==> config.mk <==
export PLATFORM = sky130hd
export DESIGN_NAME = imem_loader
export DESIGN_NICKNAME = d
export VERILOG_FILES = /design/src/rtl/imem_loader.sv
export SDC_FILE = /design/constraint.sdc
export NUM_CORES = 1
export LEC_CHECK = 0
export ABC_AREA = 1
export CAP_MARGIN = 40
export CORE_MARGIN = 5
export CORE_UTILIZATION = 30
export CTS_CLUSTER_DIAMETER = 200
export DETAILED_ROUTE_END_ITERATION = 7
export GPL_TIMING_DRIVEN = 1
export HOLD_SLACK_MARGIN = 0.03
export PLACE_DENSITY_LB_ADDON = 0.1
export SLEW_MARGIN = 30
export SYNTH_ARGS = -nofsm -noshare
export SYNTH_HDL_FRONTEND = slang
export SYNTH_SLANG_ARGS = --single-unit
export TNS_END_PERCENT = 20
==> constraint.sdc <==
create_clock -name clk -period 3.4 [get_ports clk]
set_clock_uncertainty 0.2 [all_clocks]
set_input_delay 0.68 -clock clk [delete_from_list [all_inputs] [get_ports clk]]
set_output_delay 0.68 -clock clk [all_outputs]
set_load 0.01 [all_outputs]
==> src/rtl/imem_loader.sv <==
// imem_loader: receives a byte stream over a valid/ready handshake, assembles
// little-endian 32-bit instruction words and writes them to the instruction
// memory at word-aligned byte addresses 0, 4, 8, ...  The core is held off
// (cpu_hold) while a load is receiving or writing.
//
// CNT_W is expected to be 32 or less; load_words is widened to 32 bits for the
// size check.
module imem_loader #(
   parameter int unsigned MEM_BYTES = 36,
   parameter int unsigned CNT_W     = 8
) (
   input  logic             clk,
   input  logic             reset,
   input  logic             load_start,
   input  logic [CNT_W-1:0] load_words,
   input  logic             load_abort,
   input  logic [7:0]       byte_data,
   input  logic             byte_valid,
   output logic             byte_ready,
   output logic             mem_we,
   output logic [31:0]      mem_addr,
   output logic [31:0]      mem_wdata,
   output logic             cpu_hold,
   output logic             done,
   output logic             error,
   output logic [CNT_W-1:0] words_written
);

   // Largest word count that still fits in the memory.
   localparam int unsigned MAX_WORDS = MEM_BYTES / 4;

   typedef enum logic [2:0] {
      S_IDLE  = 3'd0,
      S_RECV  = 3'd1,
      S_WRITE = 3'd2,
      S_DONE  = 3'd3,
      S_ERR   = 3'd4
   } state_t;

   state_t           state_q, state_d;
   logic [CNT_W-1:0] n_q,     n_d;      // words requested for this load
   logic [CNT_W-1:0] words_q, words_d;  // words committed so far
   logic [1:0]       lane_q,  lane_d;   // next byte lane to fill
   logic [31:0]      addr_q,  addr_d;   // byte address of the word being built
   logic [31:0]      wdata_q, wdata_d;  // word under assembly

   logic start_bad;
   logic last_word;

   // A request is rejected when empty or when it would run past the memory end.
   assign start_bad = (load_words == '0) || (32'(load_words) > MAX_WORDS);

   // The word currently being written is the final one of the load.
   assign last_word = ((words_q + CNT_W'(1)) == n_q);

   // Next-state and datapath update; every state holds its registers by default.
   always_comb begin
      // NOTE: every signal written here gets a default first, so no path can
      // leave one unassigned and infer a latch.
      state_d = state_q;
      n_d     = n_q;
      words_d = words_q;
      lane_d  = lane_q;
      addr_d  = addr_q;
      wdata_d = wdata_q;

      unique case (state_q)
         S_IDLE, S_DONE, S_ERR: begin
            // load_abort is ignored here, so a coincident start still wins.
            if (load_start) begin
               if (start_bad) begin
                  state_d = S_ERR;
               end else begin
                  n_d     = load_words;
                  words_d = '0;
                  lane_d  = 2'd0;
                  addr_d  = 32'd0;
                  state_d = S_RECV;
               end
            end
         end

         S_RECV: begin
            if (load_abort) begin
               // The partially assembled word is dropped, never written.
               lane_d  = 2'd0;
               state_d = S_ERR;
            end else if (byte_valid) begin
               // byte_ready is 1 throughout RECV, so valid alone is a transfer.
               wdata_d[{lane_q, 3'b000} +: 8] = byte_data;
               lane_d = lane_q + 2'd1;
               if (lane_q == 2'd3) begin
                  state_d = S_WRITE;
               end
            end
         end

         S_WRITE: begin
            // The write issued this cycle always completes and is counted,
            // even when an abort arrives alongside it.
            words_d = words_q + CNT_W'(1);
            addr_d  = addr_q + 32'd4;
            lane_d  = 2'd0;
            if (load_abort) begin
               state_d = S_ERR;
            end else if (last_word) begin
               state_d = S_DONE;
            end else begin
               state_d = S_RECV;
            end
         end

         default: begin
            state_d = S_IDLE;
         end
      endcase
   end

   // State and datapath registers with asynchronous active-low reset.
   always_ff @(posedge clk or negedge reset) begin
      if (!reset) begin
         state_q <= S_IDLE;
         n_q     <= '0;
         words_q <= '0;
         lane_q  <= 2'd0;
         addr_q  <= 32'd0;
         wdata_q <= 32'd0;
      end else begin
         // NOTE: sequential state uses non-blocking assignments so every
         // register samples the pre-edge values, independent of statement order.
         state_q <= state_d;
         n_q     <= n_d;
         words_q <= words_d;
         lane_q  <= lane_d;
         addr_q  <= addr_d;
         wdata_q <= wdata_d;
      end
   end

   // Outputs are decoded straight from registered state, so reset clears them at once.
   assign byte_ready    = (state_q == S_RECV);
   assign mem_we        = (state_q == S_WRITE);
   assign cpu_hold      = (state_q == S_RECV) || (state_q == S_WRITE);
   assign done          = (state_q == S_DONE);
   assign error         = (state_q == S_ERR);
   assign mem_addr      = addr_q;
   assign mem_wdata     = wdata_q;
   assign words_written = words_q;

endmodule

-- Yosys cells after proc, flatten, opt, wreduce, memory -nomap -nowiden
Index checks and enable logic that the tools add are counted.
- $add $sub $neg: 4
- mux-type cells: 20
- shifts and indexed selects: 2
- order comparisons: 1
- equality and inequality tests: 10
- reductions and logical operators: 12
- bitwise logic cells: 2
- operators by type and width (kind ; count):
    2-to-1 mux 32 bit ; 2
    one-hot mux 32 bit (2 select lines) ; 1
    adder 32 x 3 -> 32 bit (second input constant) ; 1
    bitwise mux 32 bit ; 1
    variable shift 8 x 7 -> 32 bit (first input constant) ; 1
    variable part select 8 x 7 -> 32 bit ; 1
    2-to-1 mux 3 bit ; 6
    2-to-1 mux 8 bit ; 2
    one-hot mux 8 bit (2 select lines) ; 1
    AND reduction 3 bit ; 4
    2-to-1 mux 2 bit ; 5
    one-hot mux 3 bit (3 select lines) ; 1
    adder 8 x 1 -> 8 bit (second input constant) ; 1
    equality test 8 bit ; 1
    > comparator 8 x 4 -> 1 bit (second input constant) ; 1
    logical NOT 8 bit ; 1
    negation 5 -> 7 bit ; 1
    equality test 3 x 2 -> 1 bit (second input constant) ; 2
    one-hot mux 2 bit (3 select lines) ; 1
    != test 2 bit (second input constant) ; 2
    AND reduction 4 bit ; 1
    equality test 3 x 1 -> 1 bit (second input constant) ; 1
    equality test 3 bit (second input constant) ; 1
    logical NOT 3 bit ; 1
    other kinds (9) ; 11
- bits of input ports: 21
- bits in registers: 85

-- Depth between registers and ports, before layout
Gate-level depths: netlist of the first run.
- word-level depth: 5
- depth in mapped cells: 13
- mapped depth without buffers: 13

-- Worst setup path before layout of the first run
OpenSTA, ideal clock, no wires.
- kind: register -> register
- start: register lane_q[0]
- end: register wdata_q[0], in the netlist mem_wdata[0]
- setup slack: 1442 ps
- arrival: 1693 ps
- data required time: 3135 ps
- stages on the path, launching flop included: 8
- path buffers: 0
- library setup time: 65 ps
- clock period less this slack: 1958 ps
- cell sequence: dfrtp_1 inv_1 ha_1 inv_1 nand2_1 nor2_1 nand3_1 nand2_1
- cells in the longest elaborated chain, start to end: 3
- RTL lines (what ; RTL line ; source):
    start: declaration ; 43 ; logic [1:0] lane_q, lane_d;
    start signal: assignment ; 134 ; lane_q <= lane_d;
    negation 5 -> 7 bit (*) ; 90 ; wdata_d[{lane_q, 3'b000} +: 8] = byte_data;
    variable part select 8 x 7 -> 32 bit or variable shift 8 x 7 -> 32 bit (tied branches) ; 90 ;
    bitwise mux 32 bit (*) ; 90 ;
    end signal: assignment ; 136 ; wdata_q <= wdata_d;
    end: declaration ; 45 ; logic [31:0] wdata_q, wdata_d;
Mark *: on every way between the ends. The rest lies on a longest branch, timed or not.
A chain may end at the register's enable or synchronous reset.

-- Worst setup path after layout of the first run
- start: register state_q[1]
- end: output mem_we
- cells in the longest elaborated chain, start to end: 1
- RTL lines (what ; RTL line ; source):
    start: declaration ; 40 ; state_t state_q, state_d;
    start signal: assignment ; 131 ; state_q <= state_d;
    equality test 3 x 2 -> 1 bit ; 142 ; assign mem_we = (state_q == S_WRITE);
    end: declaration ; 20 ; output logic mem_we,
Every way passes these cells.

==> results of run 1 <==
-- worst max-delay path, stage by stage, from the launching register on --
cell,delay (ns)
sky130_fd_sc_hd__dfrtp_1,0.55
sky130_fd_sc_hd__nand3_2,0.18
sky130_fd_sc_hd__inv_1,0.17
sky130_fd_sc_hd__clkdlybuf4s50_1,0.56
-- flip-flops by register name (all words and copies together) (netlist names) --
name	cells
mem_addr	30
words_written	8
mem_wdata	32
lane_q	2
n_q	8
state_q	3
-- worst paths after layout --
check | depth (start not counted) | to | slack, ns | start
hold / removal | 1 | mem_addr[31] | 0.13 | reset
setup / recovery | 3 | mem_we | 0.71 | state_q[1]
max in group asynchronous | 2 | mem_addr[7] | 2.23 | reset
hold reg to reg | 2 | mem_wdata[28] | 0.30 | mem_wdata[28]
min in group clk | 2 | mem_wdata[28] | 0.30 | mem_wdata[28]
setup reg to reg | 7 | mem_wdata[6] | 1.05 | lane_q[0]
-- power groups by stage --
stage | registers [uW] | clock network, uW | logic (uW)
final | 1320 | 1060 | 855
after global routing | 1350 | 1130 | 956
after CTS | 1330 | 1090 | 865
after detailed placement | 1340 | 0 | 860
after global placement | 1340 | 0 | 854
after floorplan | 1340 | 0 | 412
-- layer usage --
metal	vias to the layer above	share of wire	routed length, um	GRT usage
met5	-	0	0	0
met4	0	0.018	248	0.04927
met3	21	0.067	914	0.05201
met2	115	0.47	6356	0.2464
met1	2042	0.45	6143	0.2005
li1	2162	-	-	-
-- placed cells by master (no fill, tap or decap), drive strengths merged, types with 5 or more instances in the layout --
master         count
nand3             70
o21ai             60
o22ai             17
nor3              19
ha                 8
buf                7
nand3b             5
nand2            158
inv               73
clkdlybuf4s50     94
clkbuf             9
clkinv             5
dfrtp             83
nand4             11
a21oi              6
xor2              15
nor2              47
-- metrics by stage --
stage / cell area (sq um) / util / setup slack [ns] / power, uW / hold slack (ns)
finish: 6210 / 0.4070 / 0.7053 / 3239 / 0.1258
floorplan: 4703 / - / 1.442 / 1751 / 0.1844
global route: 6210 / 0.4070 / 0.6132 / 3433 / 0.1607
global placement: 5892 / 0.3861 / 0.6711 / 2196 / 0.2659
CTS: 6210 / 0.4070 / 0.6955 / 3279 / 0.1384
detailed placement: 5892 / 0.3861 / 0.6337 / 2203 / 0.2917
-- cell type report --
cell class              instances  share of cell area
clock inverters                 7             0.01491
well taps                     211             0.04251
multi-input cells             428              0.3657
clock buffers                   9             0.03627
flip-flops and latches         83              0.3345
inverters                      73             0.04413
repair buffers                101              0.1620
-- cell families after synthesis --
family	count (synthesis)
flip-flops	83
AND/OR/NAND/NOR	315
buffers and inverters	85
adder cells (fa/ha/maj)	8
XOR/XNOR	15
other	1
AO/OA/AOI/OAI	88
==> summary.md, run 1 <==
The final estimated routing congestion in global placement was 0.8459. The share of total power consumed by net switching is 0.3312, and the number of violations of the max-capacitance limit is 0. The actual slew at the worst max-slew pin was 0.6525 ns.

The adder-cell area share of the yosys netlist came out at 0.02130. For the standard cell core area, the log shows 0.01526 sq mm. Before antenna repair, the detailed router went through 5 iterations.

The tools report the sequential fraction of design power as 0.409. The logs give 0 for the number of failing hold endpoints at the final stage and 277 for the detailed router's first-iteration violation count. Dividing total power by cell area gives a power density of 521.6 mW/mm^2. The portion of total power attributed to combinational logic is 0.264, and the per-instance average area after synthesis is 7.898 sq um. After the flow finishes, the layout carries non-filler instances totaling 912.

The post-synthesis mux area share was 0; the number of flops mapped to enable cells by yosys was 0. In the routed layout, each cell is associated on average with a via count of 4.759. Setup repair after global routing left no endpoint under its margin. Wires add up to 13660 um.

The total negative setup slack is 0 ns. VDD sags by at most 245.4 uV. sky130_fd_sc_hd__dfrtp_1 takes more of the synthesized area than any other cell. The leakage power figure came out at 0.002805 uW. Post-CTS resize count: 0. The worst setup path category was flip-flop to primary output.

The run gives 40 as the count of different cell masters after synthesis. STA puts the critical path data required time at 2.52 ns. The logs give 2 for the number of buffers on the longest clock path and 0 for the cts-stage hold buffer count.

The share of synthesized flip-flops with an asynchronous set or reset is 1.000, and the maximum number of pins on one net before global-route repair is 43. The final clock period utilization by the worst path came out at 0.7926. Based on the critical path, the design can be clocked at up to 0.3711 GHz. Internal power comes to 2166 uW. The tools report the I/O pin total as 98. Buffers placed on the I/O ports in this run total 95. The portion of the post-synthesis area used by sequential elements is 0.4420, and the number of clock sinks seen by CTS is 83.

Setup violations remaining at the end of the flow were counted as 0. The remaining antenna violation count after routing was 0. The largest family of logic cells by synthesized area is simple AND/OR/NAND/NOR gates. After synthesis, the most frequently instantiated cells are sky130_fd_sc_hd__nand2_1 (154), sky130_fd_sc_hd__dfrtp_1 (83), sky130_fd_sc_hd__nand3_1 (68).

For the initial antenna violation count, the log shows 0. The overall global routing resource usage came out at 0.1553. The tools report the master cell of the clock root buffer as sky130_fd_sc_hd__clkbuf_16.

The max-slew violation count is 0, and the synthesized netlist cell count is 595. The first global-routing pass estimated 22650 um of wire. The worst setup path is captured at a primary output. The H-tree depth is 3.

TritonCTS built the clock tree. Sorting the synthesized cells by area gives the leading types as sky130_fd_sc_hd__dfrtp_1 (44%), sky130_fd_sc_hd__nand2_1 (12%), sky130_fd_sc_hd__nand3_1 (7.2%), sky130_fd_sc_hd__o21ai_0 (5.3%), sky130_fd_sc_hd__inv_1 (5.2%). The relative contribution of the clock network to total power was 0.327.

Post-CTS timing repair inserted 0 buffers for setup. From left edge to right edge, the die measures 135.2 um. Dividing the detail-routed wire length by the instance count gives 14.98 um. The synthesized netlist occupies a cell area of 0.004700 sq mm. The run gives 0 as the number of warnings issued by yosys. The fraction of post-synthesis cell area in the top cell type by area was 0.4420. For this run, the leading register cell type out of synthesis is sky130_fd_sc_hd__dfrtp_1. The half-perimeter wire length after detailed placement was 10250 um; the worst relative slew slack was 0.5634. The xor/xnor share of the synthesized area is 0.02796. The fraction of layout instances using a drive strength above 1 is 0.1013.

The worst path arrival time came out at 1.81 ns. For the starting utilization of the core area, the log shows 0.3080. For the via count of the first global-routing pass, the log shows 4453. The launching element type of the critical path was a flip-flop.

The run finished with clean final reports. The repair_antennas step left the layout with diodes totalling 0. The height of the die is 135.2 um. The tools report the clock buffer count from CTS as 9. The clock period minus worst slack was 2.695 ns; the final net count was 725. The tightest min-delay check is of the input pin to asynchronous set/reset pin type. The library cell with the highest instance count after synthesis is sky130_fd_sc_hd__nand2_1.

The switching component of the power is 1073 uW, and the total of fill cells in the finished design is 1557. From synthesis to final layout, the design area changed by 32.14%. The clock reaches the later pin of the worst-skew pair after 0.35 ns. After floorplanning, the core was divided into 45 placement rows. Of all nets on the critical path, the largest fanout is 7. The total instance count after detailed placement was 896.

The clock slew seen by the registers of the worst setup and hold paths works out to 0.06 ns. The run gives 0.002271 sq mm as the area of combinational cells with multiple inputs. Global routing finished with a remaining overflow of 0. The share of the synthesized area in compound gates (AO/OA/AOI/OAI) works out to 0.1227.

Counting flops and latches in the post-synthesis netlist gives 83. The basic-gate share of the synthesized area counting and, or, nand and nor cells is 0.3096, and the register cell area after layout is 0.002077 sq mm. The logs give 0 for the post-detailed-route DRC marker count and 4340 for the routed via count. The die covers 0.01827 sq mm.
Power figures use the tool's default switching activity.
==> run 2, diff against run 1 <==
clock period = 2.5 ns   (was 3.4 ns; I/O delays follow)
==> summary.md, run 2 (same netlist as run 1, synthesis figures left out) <==
The actual slew at the worst max-slew pin came out at 0.5141 ns (-0.1384 ns). The max-slew violation count is 0 (unchanged). The library cells used most frequently in the layout, excluding fill and tap cells, are sky130_fd_sc_hd__nand2_1 (154), sky130_fd_sc_hd__clkdlybuf4s50_1 (94), sky130_fd_sc_hd__dfrtp_1 (82).

The share of total power consumed by net switching is 0.3404 (+0.009255), and the standard cell core area is 0.01526 sq mm (unchanged). The achievable frequency was 0.4141 GHz. The overall global routing resource usage came out at 0.1507 (-0.004671). The H-tree depth came out at 3 (unchanged). The detailed router's first-iteration violation count was 196 (-29%); the internal power consumption was 2781 uW (+28%). The run finished with clean final reports. The cell area power density was 678.8 mW/mm^2 (+30%).

Tracing the worst setup path back leads to its startpoint at state_q[0]. The worst setup timing slack at the placement stage was 0.2195 ns (-0.4142 ns); the number of clock sinks seen by CTS was 83 (unchanged). The average vias per placed instance was 4.719 (-0.83%). The antenna diode count came out at 0 (unchanged). The x dimension of the die came out at 135.2 um (unchanged).

The cell with the most instances on the worst path is sky130_fd_sc_hd__inv_2. The logs give 0.6560 (+0.09253) for the worst relative slew slack and 45 (unchanged) for the row count. The run gives 0 (unchanged) as the number of failing hold endpoints at the final stage. The commonest non-fill, non-tap cell in the layout was sky130_fd_sc_hd__nand2_1. The logs give 5 (unchanged) for the count of TritonRoute iterations in the first routing pass and 21920 um (-3.2%) for the global-route wire length before repair. The worst setup path category was flip-flop to primary output.

CTS placed an instance of sky130_fd_sc_hd__clkbuf_16 at the clock tree root. The logs give 345.9 uV (+41%) for the worst voltage drop across the vdd grid and 0.01827 sq mm (unchanged) for the full die area. The height of the die works out to 135.2 um (unchanged). The top fanout value on the critical path came out at 5 (-2). The clock slew seen by the registers of the worst setup and hold paths was 0.06 ns (about the same).

Class of the tightest hold or removal check: flip-flop to flip-flop. Setup repair after global routing left no endpoint under its margin. For the clock buffer count from CTS, the log shows 9 (unchanged).

The total negative setup slack is 0 ns (unchanged), and the sequential fraction of design power is 0.422 (+0.013). The post-CTS setup buffer count is 0 (unchanged), and the maximum cell stage delay along the critical path is 0.56 ns (about the same). The required time at the worst-slack endpoint was 1.80 ns (-0.72 ns); the I/O pin total was 98 (unchanged). Slack of the critical path: 0.08510 ns (-0.6202 ns). The tools report the portion of total power attributed to combinational logic as 0.280 (+0.016). The final net count was 729 (+0.55%). The initial antenna violation count came out at 0 (unchanged). For the total of endpoints with negative setup slack in the final report, the log shows 0 (unchanged).

The nature of the critical path endpoint is a primary output. The post-detailed-route DRC marker count is 0 (unchanged). The tools report the leakage power figure as 0.002797 uW (-0.30%). STA classifies the critical path startpoint as a flip-flop. Remaining antenna violation count after routing: 0 (unchanged). The run gives 0 (unchanged) as the number of violations of the max-capacitance limit. The half-perimeter wire length after detailed placement was 10190 um (-0.58%). In this run the most critical hold path is launched from n_q[5]. The routed via count was 4323 (-0.39%).

TritonCTS built the clock tree. The total of buffers placed on input and output ports was 95 (unchanged); the post-layout instance area was 0.006211 sq mm (about the same). For the via count of the first global-routing pass, the log shows 4350 (-2.3%).

Starting utilization of the core area: 0.3080 (unchanged). The slowest stage of the critical path belongs to the cell sky130_fd_sc_hd__clkdlybuf4s50_1. The flip-flop count of the largest register, all copies and words added works out to 32 (unchanged).

The post-detailed-route wirelength per cell works out to 14.73 um (-1.6%). Total length of routed wires: 13500 um (-1.2%). The fraction of layout instances using a drive strength above 1 is 0.1050 (+0.003681). The number of buffers on the longest clock path is 2 (unchanged). The final clock period utilization by the worst path works out to 0.9660. Walking the worst path, the cells encountered are inv_2 -> nand3_2 -> inv_2 -> clkdlybuf4s50_1. The smallest clock period supported by the final layout is computed as 2.415 ns.

The run gives 0.34 ns (about the same) as the source-to-sink clock delay at the later pin of the worst-skew pair. For the post-placement cell area, the log shows 0.005927 sq mm (+0.59%). The worst register-to-register path begins at lane_q[1]. The relative contribution of the clock network to total power was 0.298 (-0.029). The switching component of the power was 1435 uW (+34%); the overflow left after global routing was 0 (unchanged).

The layout overhead on the synthesized area is 32.16% (about the same). The logs give 0.4071 (about the same) for the utilization after layout and 1.71 ns (-0.10 ns) for the worst path arrival time. The final estimated routing congestion in global placement came out at 0.8315 (-1.7%). The maximum number of pins on one net before global-route repair is 57 (+33%).
==> run 2: cell type report <==
class | instances | area (sq um)
Clock buffer | 12 | 246.5
Clock inverter | 4 | 26.28
Fill cell | 1580 | 9047
Inverter | 73 | 274.0
Multi-Input combinational cell | 428 | 2271
Sequential cell | 83 | 2078
Tap cell | 211 | 264.0
Timing Repair Buffer | 105 | 1051
==> run 2: path summary, 6_finish.rpt <==
path / endpoint / slack, ns / cells after the start
worst max-delay path: mem_we / 0.09 / 4
worst min-delay path: n_q[5] / 0.29 / 2
worst max register to register: mem_wdata[2] / 0.40 / 7
worst min register to register: n_q[5] / 0.29 / 2
max in group asynchronous: state_q[1] / 1.02 / 3
min in group asynchronous: mem_addr[10] / 0.43 / 2
==> run 2: critical path, delay by kind of cell, from the launching register on <==
kind / cells / cell delay [ns]
flip-flops: 1 / 0.43
buffers and inverters: 3 / 0.82
AND/OR/NAND/NOR: 1 / 0.13
==> run 2: routing by layer <==
layer | vias up | track usage | routed length [um] | share of wire
li1 | 2170 | - | - | -
met5 | - | 0 | 0 | 0
met4 | 0 | 0.05823 | 167 | 0.012
met3 | 11 | 0.04012 | 852 | 0.063
met1 | 2034 | 0.1987 | 6280 | 0.47
met2 | 108 | 0.2364 | 6197 | 0.46
==> run 2: power groups by stage <==
stage | combinational, uW | clock, uW | sequential, uW
after floorplan | 560 | 0 | 1820
after global placement | 1170 | 0 | 1810
after detailed placement | 1190 | 0 | 1810
after CTS | 1200 | 1300 | 1780
after global routing | 1310 | 1350 | 1820
final | 1180 | 1250 | 1780
==> run 2: per-stage QoR <==
step / hold WS (ns) / cells / total power, uW
after floorplan: 0.004409 / 596 / 2381
after global placement: 0.2469 / 899 / 2983
after detailed placement: 0.2558 / 899 / 2999
after CTS: 0.3062 / 916 / 4287
after global routing: 0.3314 / 916 / 4479
final: 0.2941 / 916 / 4216
==> run 2: what timing repair did <==
action | in CTS | in global routing
hold buffers | 1 | 0
resized for setup | 1 | 1
endpoints found under the hold margin | 27 | 0
endpoints found under the setup margin | 1 | 1
==> run 3, diff against run 2 <==
CORE_MARGIN = default   (was 5)
GPL_TIMING_DRIVEN = 0   (was 1)
==> summary.md, run 3 (same netlist as run 1, synthesis figures left out) <==
For the slack of the critical path, the log shows 0.01668 ns (-0.06843 ns). The area of combinational cells with multiple inputs is 0.002281 sq mm (+0.44%). The fraction of layout instances using a drive strength above 1 works out to 0.1072 (+0.002229).

I/O pin total: 98 (unchanged). The total negative setup slack was 0 ns (unchanged). The leakage power figure came out at 0.002842 uW (+1.6%). The final clock period utilization by the worst path came out at 0.9933 (+0.02737).

For the max-slew violation count, the log shows 0 (unchanged). The commonest non-fill, non-tap cell in the layout was sky130_fd_sc_hd__nand2_1. The source-to-sink clock delay at the later pin of the worst-skew pair came out at 0.35 ns (about the same). The critical path buffer and inverter count is 2 (-1). For the register cell area after layout, the log shows 0.002077 sq mm (about the same). The maximum number of pins on one net before global-route repair was 62 (+8.8%); the total of buffers placed on input and output ports was 95 (unchanged).

The total length of routed wires is 13810 um (+2.3%), and the worst hold path depth is 2 (unchanged). The run gives 0 (unchanged) as the total of endpoints with negative setup slack in the final report. The run finished with clean final reports. The cell area power density came out at 697.5 mW/mm^2 (+2.8%). The cell count of the worst reg-to-reg path came out at 7 (unchanged).

Post-detailed-route DRC marker count: 0 (unchanged). For the utilization after layout, the log shows 0.4124 (+0.005330). The logs give 289 (+47%) for the detailed router's first-iteration violation count and 83 (unchanged) for the number of clock sinks seen by CTS. The cell class contributing the biggest share of worst-path delay is buffers and inverters. The x dimension of the die is 127.2 um (-5.9%), and the half-perimeter wire length after detailed placement is 10270 um (+0.78%). Worst setup path category: flip-flop to primary output.

The total of fill cells in the finished design was 1557 (-1.5%); the clock period minus worst slack was 2.483 ns (+0.06843 ns). The height of the die works out to 127.2 um (-5.9%). The met2 wire length is 6406 um (+3.4%), and the routed via count is 4386 (+1.5%). The via count of the first global-routing pass was 4459 (+2.5%); the worst relative slew slack was 0.5259 (-0.1300). Required time at the worst-slack endpoint: 1.80 ns (about the same). The total met3 wirelength after detailed routing is 730 um (-14%), and the number of buffers on the longest clock path is 2 (unchanged). The tools report the starting utilization of the core area as 0.3080 (unchanged). The count of TritonRoute iterations in the first routing pass came out at 5 (unchanged). The actual slew at the worst max-slew pin was 0.7111 ns (+0.1970 ns); the worst setup timing slack at the placement stage was -0.1708 ns (-0.3903 ns). The maximum cell stage delay along the critical path is 0.55 ns (about the same), and the number of violations of the max-capacitance limit is 0 (unchanged). The clock slew seen by the registers of the worst setup and hold paths is 0.06 ns (about the same). The average vias per placed instance was 4.767 (+1.0%).

Traced cell by cell, the critical path runs through inv_2 -> nand3_4 -> nand2_1 -> clkdlybuf4s50_1. The total power of the final layout was 4389 uW (+4.1%). The largest individual stage delay along the critical path comes from the cell sky130_fd_sc_hd__clkdlybuf4s50_1.

Master cell of the clock root buffer: sky130_fd_sc_hd__clkbuf_16. Nature of the critical path endpoint: a primary output. The tools report the overflow left after global routing as 0 (unchanged). The library cells used most frequently in the layout, excluding fill and tap cells, are sky130_fd_sc_hd__nand2_1 (154), sky130_fd_sc_hd__clkdlybuf4s50_1 (93), sky130_fd_sc_hd__dfrtp_1 (83). Setup repair after global routing could not meet its margin everywhere. The run gives 0 (unchanged) as the remaining antenna violation count after routing. Initial antenna violation count: 0 (unchanged). The row count came out at 45 (unchanged). In this run the top signal layer used is met4.

The worst path arrival time was 1.78 ns (+0.07 ns); the number of failing hold endpoints at the final stage was 0 (unchanged). TritonCTS built the clock tree. The global-route wire length before repair came out at 23030 um (+5.0%). The tools report the clock buffer count from CTS as 9 (unchanged). In this run the worst hold path is classified as flip-flop to flip-flop. The achievable frequency was 0.4027 GHz (-2.8%); the layout overhead on the synthesized area was 33.89%. The worst voltage drop across the vdd grid is 313.1 uV (-9.5%), and the final net count is 733 (+0.55%).

The full die area came out at 0.01617 sq mm (-11%). The total instance count after detailed placement was 903 (+0.44%). The worst setup path is launched from a flip-flop. The final cell count without fillers is 920 (+0.44%), and the final estimated routing congestion in global placement is 0.9061 (+9.0%).

The tools report the standard cell core area as 0.01526 sq mm (unchanged). Overall global routing resource usage: 0.1837 (+0.03302). The top fanout value on the critical path is 9 (+4). The tools report the H-tree depth as 3 (unchanged).

The post-detailed-route wirelength per cell was 15.01 um (+1.9%). The antenna diode count is 0 (unchanged), and the flip-flop count of the largest register, all copies and words added is 32 (unchanged). The run gives 6502 um (+3.5%) as the detailed-routing wirelength on met1. The number of gates on the worst path with buffers counted came out at 4 (unchanged).
run 3: power by group:
part           switching, uW  total (uW)  internal, uW
sequential               276        1810          1530
clock                    597        1410           812
combinational            623        1170           549
run 3: area by class of cell:
type	count	share of cell area
repair buffers	98	0.1589
well taps	211	0.04196
multi-input cells	428	0.3625
plain buffers	11	0.01213
inverters	73	0.04474
clock inverters	6	0.01173
clock buffers	10	0.03798
flip-flops and latches	83	0.3301
run 3: timing repair:
action,in CTS,in global routing
pin swaps,0,0
resized for setup,5,2
setup buffers,1,0
endpoints found under the setup margin,2,10
hold endpoints to repair,22,0
hold buffers,1,0
run 3: worst reg2reg max path, stage by stage, from the launching register on:
cell	delay, ns
sky130_fd_sc_hd__dfrtp_1	0.55
sky130_fd_sc_hd__inv_1	0.19
sky130_fd_sc_hd__ha_1	0.42
sky130_fd_sc_hd__inv_1	0.25
sky130_fd_sc_hd__nand2_1	0.10
sky130_fd_sc_hd__nor2_2	0.29
sky130_fd_sc_hd__nand3_1	0.13
sky130_fd_sc_hd__nand2_1	0.08
run 3: worst paths after layout:
path	from	to	slack, ns
max	state_q[0]	cpu_hold	0.02
min	n_q[7]	n_q[7]	0.28
max reg2reg	lane_q[0]	mem_wdata[6]	0.22
min reg2reg	n_q[7]	n_q[7]	0.28
max in group asynchronous	reset	mem_wdata[25]	1.14
min in group asynchronous	reset	mem_addr[16]	0.36
run 3: metal layers:
layer  track usage  up-vias
met5             0        -
met4       0.05252        0
met3       0.04355       15
met2        0.2970      127
met1        0.2449     2071
li1              -     2173
run 3: per-stage QoR:
| step | cell area [sq um] | hold slack [ns] |
|---|---|---|
| after global routing | 6292 | 0.3316 |
| after floorplan | 4703 | 0.004409 |
| after CTS | 6287 | 0.2931 |
| final | 6292 | 0.2849 |
| after detailed placement | 5947 | 0.1835 |
| after global placement | 5918 | 0.2708 |
